File: src/rtl/pc_update_unit.sv
// Program-counter register and next-PC selection for the single-cycle core,
// with pc+4, redirect flag, retired-instruction counter and sticky select error.
module pc_update_unit #(
    parameter logic [31:0] RESET_VECTOR = 32'h0000_0000,
    parameter int          CNT_WIDTH    = 32
) (
    input  logic                 clk,
    input  logic                 rst,
    input  logic                 stall,
    input  logic [1:0]           pc_sel,
    input  logic [15:0]          branch_imm,
    input  logic [25:0]          jump_addr,
    output logic [31:0]          pc,
    output logic [31:0]          pc_plus4,
    output logic                 redirect,
    output logic [CNT_WIDTH-1:0] retired_count,
    output logic                 sel_err
);

    localparam logic [1:0] SEL_SEQ    = 2'b00;
    localparam logic [1:0] SEL_BRANCH = 2'b01;
    localparam logic [1:0] SEL_JUMP   = 2'b10;

    localparam logic [CNT_WIDTH-1:0] CNT_ONE = {{(CNT_WIDTH-1){1'b0}}, 1'b1};

    logic [31:0]          pc_d, pc_q;
    logic                 redirect_d, redirect_q;
    logic [CNT_WIDTH-1:0] count_d, count_q;
    logic                 sel_err_d, sel_err_q;

    logic [31:0] seq_target_s;
    logic [31:0] branch_target_s;
    logic [31:0] jump_target_s;

    // Sign-extended word offset expressed as a byte offset.
    function automatic logic [31:0] branch_offset(input logic [15:0] imm);
        branch_offset = {{14{imm[15]}}, imm, 2'b00};
    endfunction

    // Candidate targets; all arithmetic wraps modulo 2^32.
    always_comb begin
        seq_target_s    = pc_q + 32'd4;
        branch_target_s = seq_target_s + branch_offset(branch_imm);
        jump_target_s   = {seq_target_s[31:28], jump_addr, 2'b00};
    end

    // Next-state selection; a stall holds everything except redirect.
    always_comb begin
        pc_d       = pc_q;
        redirect_d = 1'b0;
        count_d    = count_q;
        sel_err_d  = sel_err_q;
        if (!stall) begin
            count_d = count_q + CNT_ONE;
            case (pc_sel)
                SEL_SEQ: begin
                    pc_d = seq_target_s;
                end
                SEL_BRANCH: begin
                    pc_d       = branch_target_s;
                    redirect_d = 1'b1;
                end
                SEL_JUMP: begin
                    pc_d       = jump_target_s;
                    redirect_d = 1'b1;
                end
                default: begin
                    // Illegal select falls back to sequential flow and latches the error.
                    pc_d      = seq_target_s;
                    sel_err_d = 1'b1;
                end
            endcase
        end else begin
            pc_d       = pc_q;
            redirect_d = 1'b0;
        end
    end

    // State registers with synchronous reset taking priority over stall.
    always_ff @(posedge clk) begin
        if (rst) begin
            pc_q       <= RESET_VECTOR;
            redirect_q <= 1'b0;
            count_q    <= {CNT_WIDTH{1'b0}};
            sel_err_q  <= 1'b0;
        end else begin
            pc_q       <= pc_d;
            redirect_q <= redirect_d;
            count_q    <= count_d;
            sel_err_q  <= sel_err_d;
        end
    end

    // Output mapping.
    always_comb begin
        pc            = pc_q;
        pc_plus4      = seq_target_s;
        redirect      = redirect_q;
        retired_count = count_q;
        sel_err       = sel_err_q;
    end

endmodule
File: config.mk
export PLATFORM = sky130hd
export DESIGN_NAME = pc_update_unit
export DESIGN_NICKNAME = d
export VERILOG_FILES = /design/src/rtl/pc_update_unit.sv
export SDC_FILE = /design/constraint.sdc
export NUM_CORES = 1
export LEC_CHECK = 0
export CORE_UTILIZATION = 50
export DETAILED_ROUTE_END_ITERATION = 10
export PLACE_DENSITY = 0.89
export SLEW_MARGIN = 20
export SYNTH_ARGS = -nofsm -noshare
export SYNTH_HDL_FRONTEND = slang
export SYNTH_SLANG_ARGS = --single-unit
export TNS_END_PERCENT = 1
File: constraint.sdc
create_clock -name clk -period 3.9 [get_ports clk]
set_input_delay 0.78 -clock clk [delete_from_list [all_inputs] [get_ports clk]]
set_output_delay 0.78 -clock clk [all_outputs]
set_load 0.1 [all_outputs]
# After elaboration in Yosys (flattened, before gate mapping)
# Cells that the tools add are included.
op_classes:
  bitwise_logic: 2
  muxes: 2
  eq_ne: 2
  n_reduce_logical: 5
  n_addsub: 3
op_table:
  columns: ["op", "n"]
  rows:
  - ["case mux 32 bit (2 select lines)", 1]
  - ["adder 32 x 1 -> 32 bit, second input constant", 1]
  - ["adder 32 x 3 -> 32 bit, second input constant", 1]
  - ["adder 32 bit", 1]
  - ["OR reduction 2 bit", 2]
  - ["OR reduction 3 bit", 1]
  - ["== test 2 x 1 -> 1 bit, second input constant", 1]
  - ["== test 2 bit, second input constant", 1]
  - ["logical NOT 2 bit", 1]
  - ["NOT 1 bit", 2]
  - ["AND reduction 2 bit", 1]
  - ["two-way mux 1 bit", 1]
totals:
  word_cells: 18
  reg_bits: 66
  input_bits: 47

# Logic depth before layout (Yosys ltp)
# Gate-level depths: netlist (run 1).
depth:
  depth_word: 4
  mapped_depth: 16
  depth_no_buf: 15

# Worst setup path before layout (run 1)
# OpenSTA, ideal clock, no wires.
synth_path:
  kind: "register to register"
  from: "reg pc_q[2], in the netlist pc[2]"
  to: "reg pc_q[31], in the netlist pc[31]"
  setup_slack_ns: -2.030
  path_stages_with_launch: 16
  arrival_ns: 5.799
  period_less_slack_ns: 5.930
  path_cell_list: "dfxtp_1 -> ha_1 -> nand3_1 -> nor2_1 -> and2_1 -> nand2_1 -> xnor2_1 -> ha_1 -> a211oi_1 -> o211ai_1 -> a211oi_1 -> a21oi_2 -> and2_1 -> o221ai_1 -> xor2_1 -> o22ai_1"
synth_between:
  elab_chain_len: 3
synth_rtl:
  columns: ["element", "line_no", "source"]
  rows:
  - ["from (decl)", "26", "logic [31:0] pc_d, pc_q;"]
  - ["from (signal assigned)", "87", "pc_q <= pc_d;"]
  - ["adder 32 x 3 -> 32 bit", "42", "seq_target_s = pc_q + 32'd4;"]
  - ["net pc_plus4[12]", "14", "output logic [31:0] pc_plus4,"]
  - ["adder 32 bit", "43", "branch_target_s = seq_target_s + branch_offset(branch_imm);"]
  - ["case mux 32 bit (2 select lines)", "55", "case (pc_sel)"]
# The timed path passes the listed nets, and every way through them passes these cells.
# A chain may end at the register's enable or synchronous reset.

# Worst setup path after layout (run 1)
layout_path:
  from: "reg pc_q[11], in the netlist pc[11]"
  to: "reg pc_q[28], in the netlist pc[28]"
layout_between:
  elab_chain_len: 3
layout_rtl:
  columns: ["element", "line_no"]
  rows:
  - ["adder 32 x 3 -> 32 bit (*)", "42"]
  - ["adder 32 bit", "43"]
  - ["case mux 32 bit (2 select lines) (*)", "55"]
# Mark *: on every way between the ends. The rest lies on a longest branch, timed or not.

==> reports/results.ini, run 1 <==
[floorplan]
fp.dieW_um = 106
dieHeight_um = 106
fp.coreArea_mm2 = 0.0104
initial_core_util_pct = 51.9
fp-row-count = 37
io_pins = 145
die_area_mm2 = 0.0112

[global_route]
grt_pass1_vias = 6020
grt_max_degree = 60
grt_usage_pct = 33.0
grt_overflow_total = 0
grt_pass1_wl_mm = 29.6
grt_antenna_before_repair = 0

[timing]
worst_pin_slew_ps = 1020
fin_worst_skew_ps = 9.80
holdWs_ps = 498
timing.fmax_ghz = 0.270
finalMaxSlewViolations = 0
setup_violations = 0
min_period_ps = 3710
rsz0062_at_grt = false
finalCritPeriodShare_pct = 95.0
hold_viol = 0
setup-tns-final_ps = 0
slew-limit-headroom_pct = 31.6

[worst_setup_path]
critical_path_class = register to register
cp_max_fo = 8
required_ps = 4160
cp-end-kind = register
worstReg2RegEnd = pc[28]$_SDFFE_PP0N_
reg2reg_slack_ps = 190
worstReg2RegStart = pc[11]$_SDFFE_PP0N_
ff2ff_path_depth = 14
startpoint_type = register
arrival_ps = 3970

[run_status]
status = finished clean

[final_layout]
diodes = 0
multi_input_area_mm2 = 0.00448
finalNetCount = 913
syn2layout_area_growth_pct = 41.6
fin_cells = 965
seqCellArea_mm2 = 0.00135
final_area_mm2 = 0.00766
drive_above_1_share_pct = 17.1
n_fill_cell = 799

[route]
antenna_left = 0
drc = 0
vias = 6033
drt-total-wl_mm = 18.5
firstDrtPassIters = 5
drt_iter0_drc = 583
via_per_inst = 6.25
wl_per_cell_um = 19.2

[cts]
cts-root-buf = clkbuf_8
clk_pin_slew_ps = 90
cts_hold_buf = 0
clock_latency_ps = 350
cts_tree = yes
postCtsResizedCells = 0
cts_htree_levels = 3
cts_buffers = 9
clock_path_buffers = 2
cts_setup_buffers = 0
cts_sinks = 64

[worst_hold_path]
whs_endpoint = sel_err$_SDFFE_PP0P_
hold_depth = 2
worstHoldStart = sel_err$_SDFFE_PP0P_
hold_path.class = register to register

[synthesis]
ys_seq_elements = 64
synth.area.top_cells = dfxtp_1 (24%), ha_1 (9.5%), xnor2_1 (6.3%)
synth-edff-count = 0
synth_common_cells = nor2_1 (69), dfxtp_1 (64), a21oi_1 (55), nand2_1 (55), ha_1 (41)
synth_warnings = 0
synthArstFlopShare_pct = 0
syn_area_mm2 = 0.00541
synth_top_cell_by_area = dfxtp_1
synthFlopType = dfxtp_1
ys_types = 70
yosysMostFrequentCell = nor2_1
yosysSeqAreaShare_pct = 23.7
avgSynthCellArea_um2 = 7.81
synth_top_area_share_pct = 23.7
synthCells = 692

[run]
max_cap_violations = 0

[pwr]
cellLeakagePower_nw = 2.98
ir_worst_vdd_mv = 0.221
cellPowerDensity_mw_per_mm2 = 335

[placement]
dpl_cell_area_mm2 = 0.00745
place_congestion = 0.951
dp_cells = 949
io_buffers = 140
dp_hpwl_mm = 14.0

[final cells by class]
class | count | share of cell area [%]
inverters | 17 | 0.833
repair buffers | 149 | 18.2
clock inverters | 7 | 0.980
multi-input cells | 583 | 58.5
clock buffers | 9 | 1.62
well taps | 136 | 2.22
flip-flops and latches | 64 | 17.6
[stage by stage]
stage	utilization (%)	total power, mW	setup WS (ps)
floorplan	-	1.64	-28.6
global placement	71.5	1.92	343
detailed placement	71.5	1.93	261
CTS	73.5	2.56	273
global route	73.5	2.65	74.5
finish	73.5	2.56	194
[logic make-up after synthesis]
logic type,count (synthesis),share of synthesized area [%]
other cells,1,0.0693
simple gates,250,23.6
compound gates,210,26.1
xor+xnor,75,12.6
fa+ha+maj,42,9.86
buf+inv,48,3.66
flops,64,23.7
mux,2,0.370
[where the power goes]
group / total (mW) / switching (mW) / internal (mW)
Clock: 0.621 / 0.320 / 0.301
Combinational: 1.18 / 0.810 / 0.374
Sequential: 0.757 / 0.0731 / 0.684
[how the worst max path moves through the flow]
| stage | start | endpoint | slack [ps] | depth (start not counted) |
|---|---|---|---|---|
| final | pc[11]$_SDFFE_PP0N_ | pc[28]$_SDFFE_PP0N_ | 190 | 14 |
| after global routing | pc[2]$_SDFFE_PP0N_ | pc[31]$_SDFFE_PP0N_ | 70 | 15 |
| after CTS | pc[11]$_SDFFE_PP0N_ | pc[28]$_SDFFE_PP0N_ | 270 | 14 |
| after detailed placement | branch_imm[0] | pc[30]$_SDFFE_PP0N_ | 260 | 12 |
| after global placement | branch_imm[0] | pc[24]$_SDFFE_PP0N_ | 340 | 12 |
| after floorplan | pc[2]$_SDFFE_PP0N_ | pc[31]$_SDFFE_PP0N_ | -30 | 15 |
[critical path: stages (launching register included)]
cell,delay (ps)
dfxtp_4,430
and4_4,260
and4_4,270
and2_1,300
nand3_2,220
xnor2_4,210
ha_1,420
a21o_1,220
a21o_1,170
a21oi_1,320
o211ai_1,130
o211ai_1,190
nor3b_1,80
o21ai_0,170
nor4b_2,210
[flip-flops by register name, summed over array words and instances (netlist names)]
signal	count
retired_count	32
pc	30
redirect	1
sel_err	1
[routing by layer]
metal / global-route usage, % / share of wire (%)
met5: 0 / 0
met4: 11.0 / 1.9
met3: 7.48 / 11
met1: 40.8 / 40
met2: 56.5 / 48
[layout by cell type (no fill, tap or decap), types with 5 or more instances in the layout]
cell / count
nand4_1: 17
o221ai_1: 6
a31oi_1: 11
buf_4: 37
ha_4: 7
dfxtp_1: 41
nand2_1: 54
clkbuf_8: 9
o21ai_0: 36
dfxtp_4: 15
a21o_1: 12
xnor2_4: 18
nand3_1: 32
ha_1: 34
xnor2_1: 18
o21a_1: 8
a211o_1: 7
xor2_1: 28
nor3_1: 10
inv_1: 17
o211ai_1: 5
dfxtp_2: 8
clkdlybuf4s50_1: 111
a221oi_1: 19
and3_1: 15
or3_1: 9
nor2_1: 67
o22ai_1: 8
and2_1: 8
a211oi_1: 14
xor2_2: 5
a21oi_1: 55
o21bai_1: 6
Note: power is estimated with default switching activity, not from simulation.
==> run 2, diff against run 1 <==
--- a/config.mk
+++ b/config.mk
@@ -8,8 +8,6 @@
 export CORE_UTILIZATION = 50
 export DETAILED_ROUTE_END_ITERATION = 10
 export PLACE_DENSITY = 0.89
-export SLEW_MARGIN = 20
 export SYNTH_ARGS = -nofsm -noshare
 export SYNTH_HDL_FRONTEND = slang
 export SYNTH_SLANG_ARGS = --single-unit
-export TNS_END_PERCENT = 1
==> reports/results.ini, run 2 (synthesis results as in run 1) <==
[worst_setup_path]
critical-path-max-stage-delay_ps = 510
required_ps = 4130
cp-end-kind = register
crit_path_top_delay_cell = a2111oi_0
arrival_ps = 3850
cp_cell_sequence = ha_4 > nand3_2 > nor2_4 > and2_4 > nand2_2 > xnor2_4 > ha_1 > nand3_1 > nor3_1 > nand3_1 > o21a_1 > a2111oi_0 > o21ai_0 > o2111ai_1 > a31oi_1
critPathTopFamily = simple AND/OR/NAND/NOR gates
critical_path_class = register to register
cp_max_fo = 8
path_common_cell = nand3_1
startpoint_type = register
critPathBufInv = 0

[final_layout]
largest_reg_flops = 32
n_fill_cell = 781
multi_input_area_mm2 = 0.00450
layout_commonest_cell = clkdlybuf4s50_1
diodes = 0
finalNetCount = 915
mostFrequentLayoutCells = clkdlybuf4s50_1 (111), nor2_1 (67), a21oi_1 (55)
seqCellArea_mm2 = 0.00135
final_area_mm2 = 0.00772
drive_above_1_share_pct = 17.3
syn2layout_area_growth_pct = 42.7

[timing]
finalMaxSlewViolations = 0
worst_pin_slew_ps = 1030
slew-limit-headroom_pct = 31.3
setup_violations = 0
fin_worst_skew_ps = 10.9
holdWs_ps = 510
rsz0062_at_grt = false
timing.fmax_ghz = 0.276
min_period_ps = 3620
finalCritPeriodShare_pct = 92.9
hold_viol = 0

[floorplan]
io_pins = 145
fp-row-count = 37
fp.dieW_um = 106
die_area_mm2 = 0.0112
initial_core_util_pct = 51.9
dieHeight_um = 106
fp.coreArea_mm2 = 0.0104

[pwr]
ir_worst_vdd_mv = 0.230
pwr-share-seq_pct = 28.9
cellPowerDensity_mw_per_mm2 = 340
switching_power_mw = 1.19
p_int_mw = 1.43
power_mw = 2.62
cellLeakagePower_nw = 3.01
power_switching_share_pct = 45.5
p_comb_share_pct = 45.3
pwr-share-clk_pct = 25.8

[global_route]
grt_pass1_vias = 5989
grt_max_degree = 60
grt_usage_pct = 33.5
grt_pass1_wl_mm = 29.7
grt_overflow_total = 0
grt_antenna_before_repair = 0

[placement]
place_congestion = 0.933
io_buffers = 140
dp_hpwl_mm = 14.3
dpl_cell_area_mm2 = 0.00749

[cts]
cts_htree_levels = 3
cts-root-buf = clkbuf_8
cts_hold_buf = 0
clk_pin_slew_ps = 80
clock_latency_ps = 370
cts_sinks = 64
postCtsResizedCells = 0
cts_setup_buffers = 0
cts_tree = yes
clock_path_buffers = 2
cts_buffers = 9

[route]
vias = 6109
drc = 0
wl_per_cell_um = 19.6
firstDrtPassIters = 6
antenna_left = 0
drt_iter0_drc = 463
via_per_inst = 6.32
drt-total-wl_mm = 19.0

[run_status]
status = finished clean

[worst_hold_path]
hold_path.class = register to register

[run]
max_cap_violations = 0

## run 2: cell count changes in the layout (fill, tap and decap cells not counted), sizes merged
cell / change
bufinv: +1
clkinvlp: -2
inv: -1
buf: +2
clkinv: +2
## run 2: routing by layer
layer  vias up  global-route usage (%)  share of wire [%]
li1       2834                       -                  -
met1      2853                    40.4                 39
met2       353                    56.5                 47
met3        69                    7.91                9.6
met4         0                    15.3                3.4
met5         -                       0                  0
## run 2: power by group through the flow
stage / Combinational (mW) / Clock (mW) / Sequential, mW
2_1_floorplan: 0.680 / 0 / 0.967
4_1_cts: 1.17 / 0.680 / 0.756
5_1_grt: 1.24 / 0.706 / 0.763
3_5_place_dp: 1.17 / 0 / 0.771
3_3_place_gp: 1.15 / 0 / 0.767
6_report: 1.19 / 0.675 / 0.759
## run 2: worst register-to-register path, stage by stage, from the launching register on
cell and delay (ps):
dfxtp_4 400, ha_4 180, nand3_2 180, nor2_4 210, and2_4 230, nand2_2 120, xnor2_4 190, ha_1 420
nand3_1 130, nor3_1 170, nand3_1 110, o21a_1 230, a2111oi_0 510, o21ai_0 190, o2111ai_1 120, a31oi_1 100
## run 2: final timing paths
path	startpoint	end	slack (ps)	cells after the start
max reg2reg	pc[2]$_SDFFE_PP0N_	pc[30]$_SDFFE_PP0N_	280	15
max	pc[2]$_SDFFE_PP0N_	pc[30]$_SDFFE_PP0N_	280	15
min	retired_count[15]$_SDFFE_PP0N_	retired_count[15]$_SDFFE_PP0N_	510	2
min reg2reg	retired_count[15]$_SDFFE_PP0N_	retired_count[15]$_SDFFE_PP0N_	510	2
## run 2: through the flow
stage,util [%],setup TNS [ps],cells,setup WS [ps]
after floorplan,-,-28.6,695,-28.6
after global placement,71.9,0,951,327
after detailed placement,71.9,0,951,243
after CTS,74.1,0,967,339
after global routing,74.1,0,967,53.5
final,74.1,0,967,278
## run 2: cell type report
| class | instances | area share [%] |
|---|---|---|
| Timing Repair Buffer | 151 | 18.3 |
| Multi-Input combinational cell | 583 | 58.3 |
| Sequential cell | 64 | 17.5 |
| Tap cell | 136 | 2.21 |
| Inverter | 17 | 0.827 |
| Clock buffer | 9 | 1.61 |
| Clock inverter | 7 | 1.31 |
==> run 3, diff against run 2 <==
==> constraint.sdc (replaced) <==
create_clock -name clk -period 3.7 [get_ports clk]
set_input_delay 0.74 -clock clk [delete_from_list [all_inputs] [get_ports clk]]
set_output_delay 0.74 -clock clk [all_outputs]
set_load 0.1 [all_outputs]
==> reports/results.ini, run 3 (synthesis results as in run 1) <==
[final_layout]
finalNetCount = 915
mostFrequentLayoutCells = clkdlybuf4s50_1 (107), nor2_1 (67), a21oi_1 (54)
seqCellArea_mm2 = 0.00136
diodes = 0
largest_reg_flops = 32
n_fill_cell = 763
drive_above_1_share_pct = 19.9
syn2layout_area_growth_pct = 44.5
layout_commonest_cell = clkdlybuf4s50_1
multi_input_area_mm2 = 0.00459

[global_route]
grt_pass1_vias = 5986
grt_max_degree = 60
grt_antenna_before_repair = 0
grt_overflow_total = 0
grt_usage_pct = 32.4
grt_pass1_wl_mm = 29.2

[worst_setup_path]
cp_max_fo = 8
critical-path-max-stage-delay_ps = 410
crit_path_top_delay_cell = ha_1
reg2reg_slack_ps = 160
worstReg2RegStart = pc[8]$_SDFFE_PP0N_
cp-end-kind = register
worstReg2RegEnd = pc[28]$_SDFFE_PP0N_
cp_cell_sequence = nand4_1 > nor2_2 > buf_4 > and2_4 > nand3_4 > xnor2_4 > ha_1 > a21o_1 > a21o_1 > a21oi_2 > o211ai_1 > o211ai_1 > nor3b_1 > o21ai_0 > nor4b_2
critPathBufInv = 1
ff2ff_path_depth = 15
critPathTopFamily = compound AO/OA/AOI/OAI gates
critical_path_class = register to register
required_ps = 3970
startpoint_type = register
arrival_ps = 3810

[route]
wl_per_cell_um = 18.8
drc = 0
drt-total-wl_mm = 18.2
firstDrtPassIters = 6
vias = 6095
via_per_inst = 6.30
antenna_left = 0
drt_iter0_drc = 357

[worst_hold_path]
worstHoldStart = sel_err$_SDFFE_PP0P_
hold_path.class = register to register
whs_endpoint = sel_err$_SDFFE_PP0P_
hold_depth = 2

[run]
max_cap_violations = 0

[pwr]
power_switching_share_pct = 45.2
power_mw = 2.75
pwr-share-seq_pct = 29.0
cellPowerDensity_mw_per_mm2 = 352
cellLeakagePower_nw = 3.03
p_comb_share_pct = 45.5
switching_power_mw = 1.24
ir_worst_vdd_mv = 0.260
pwr-share-clk_pct = 25.5
p_int_mw = 1.51

[placement]
place_congestion = 1.02
dp_hpwl_mm = 13.6
io_buffers = 140

[timing]
worst_pin_slew_ps = 1020
hold_viol = 0
finalCritPeriodShare_pct = 95.8
holdWs_ps = 484
min_period_ps = 3540
setup_violations = 0
rsz0062_at_grt = false
timing.fmax_ghz = 0.282
slew-limit-headroom_pct = 32.0
fin_worst_skew_ps = 7.73
finalMaxSlewViolations = 0

[cts]
clock_latency_ps = 360
clk_pin_slew_ps = 80
cts_tree = yes
cts_sinks = 64
cts_hold_buf = 0
cts_setup_buffers = 0
cts_htree_levels = 3
cts-root-buf = clkbuf_8
postCtsResizedCells = 0
cts_buffers = 9
clock_path_buffers = 2

[floorplan]
fp.coreArea_mm2 = 0.0104
dieHeight_um = 106
die_area_mm2 = 0.0112
initial_core_util_pct = 51.9
fp-row-count = 37
io_pins = 145
fp.dieW_um = 106

[run_status]
status = finished clean

==> run 3: cell types whose count changed in the layout (fill, tap and decap cells not counted), sizes merged <==
cell and delta:
clkdlybuf4s50 -4, buf +4
==> run 3: layer usage <==
layer | up-vias | global-route usage, % | share of wire (%)
li1 | 2836 | - | -
met5 | - | 0 | 0
met3 | 43 | 8.65 | 8.8
met1 | 2929 | 38.8 | 41
met4 | 0 | 12.7 | 2.3
met2 | 287 | 55.2 | 48
==> run 3: power groups by stage <==
stage | sequential, mW | combinational [mW] | clock (mW)
final | 0.800 | 1.25 | 0.702
after global routing | 0.806 | 1.32 | 0.738
after CTS | 0.798 | 1.24 | 0.706
after detailed placement | 0.814 | 1.23 | 0
after global placement | 0.811 | 1.21 | 0
after floorplan | 1.02 | 0.735 | 0
==> run 3: per-stage QoR <==
stage                     instance area [um2]  worst slack [ps]  setup TNS (ps)  cells  util [%]
after CTS                                7810               263               0    967      75.0
final                                    7810               155               0    967      75.0
after global placement                   7590               277               0    951      72.9
after detailed placement                 7590               182               0    951      72.9
after global routing                     7810              4.06               0    967      75.0
after floorplan                          6170             -43.7            -134    695         -
==> run 3: how the worst max path moves through the flow <==
stage / endpoint / depth (start not counted) / startpoint / slack [ps]
2_1_floorplan: pc[30]$_SDFFE_PP0N_ / 14 / pc[6]$_SDFFE_PP0N_ / -40
3_3_place_gp: pc[30]$_SDFFE_PP0N_ / 12 / branch_imm[0] / 280
3_5_place_dp: pc[22]$_SDFFE_PP0N_ / 12 / branch_imm[0] / 180
4_1_cts: pc[28]$_SDFFE_PP0N_ / 15 / pc[8]$_SDFFE_PP0N_ / 260
5_1_grt: pc[27]$_SDFFE_PP0N_ / 14 / pc[6]$_SDFFE_PP0N_ / 4
6_report: pc[28]$_SDFFE_PP0N_ / 15 / pc[8]$_SDFFE_PP0N_ / 160
==> run 3: area by class of cell <==
type,instances,area share [%]
clock buffers,9,1.59
clock inverters,7,1.30
inverters,17,0.817
multi-input cells,583,58.8
flip-flops and latches,64,17.4
well taps,136,2.18
repair buffers,151,17.9
==> run 3: worst reg2reg max path, cell delays in order, from the launching register on <==
cell	delay [ps]
dfxtp_4	400
nand4_1	260
nor2_2	240
buf_4	160
and2_4	190
nand3_4	130
xnor2_4	170
ha_1	410
a21o_1	220
a21o_1	180
a21oi_2	190
o211ai_1	110
o211ai_1	190
nor3b_1	80
o21ai_0	270
nor4b_2	260
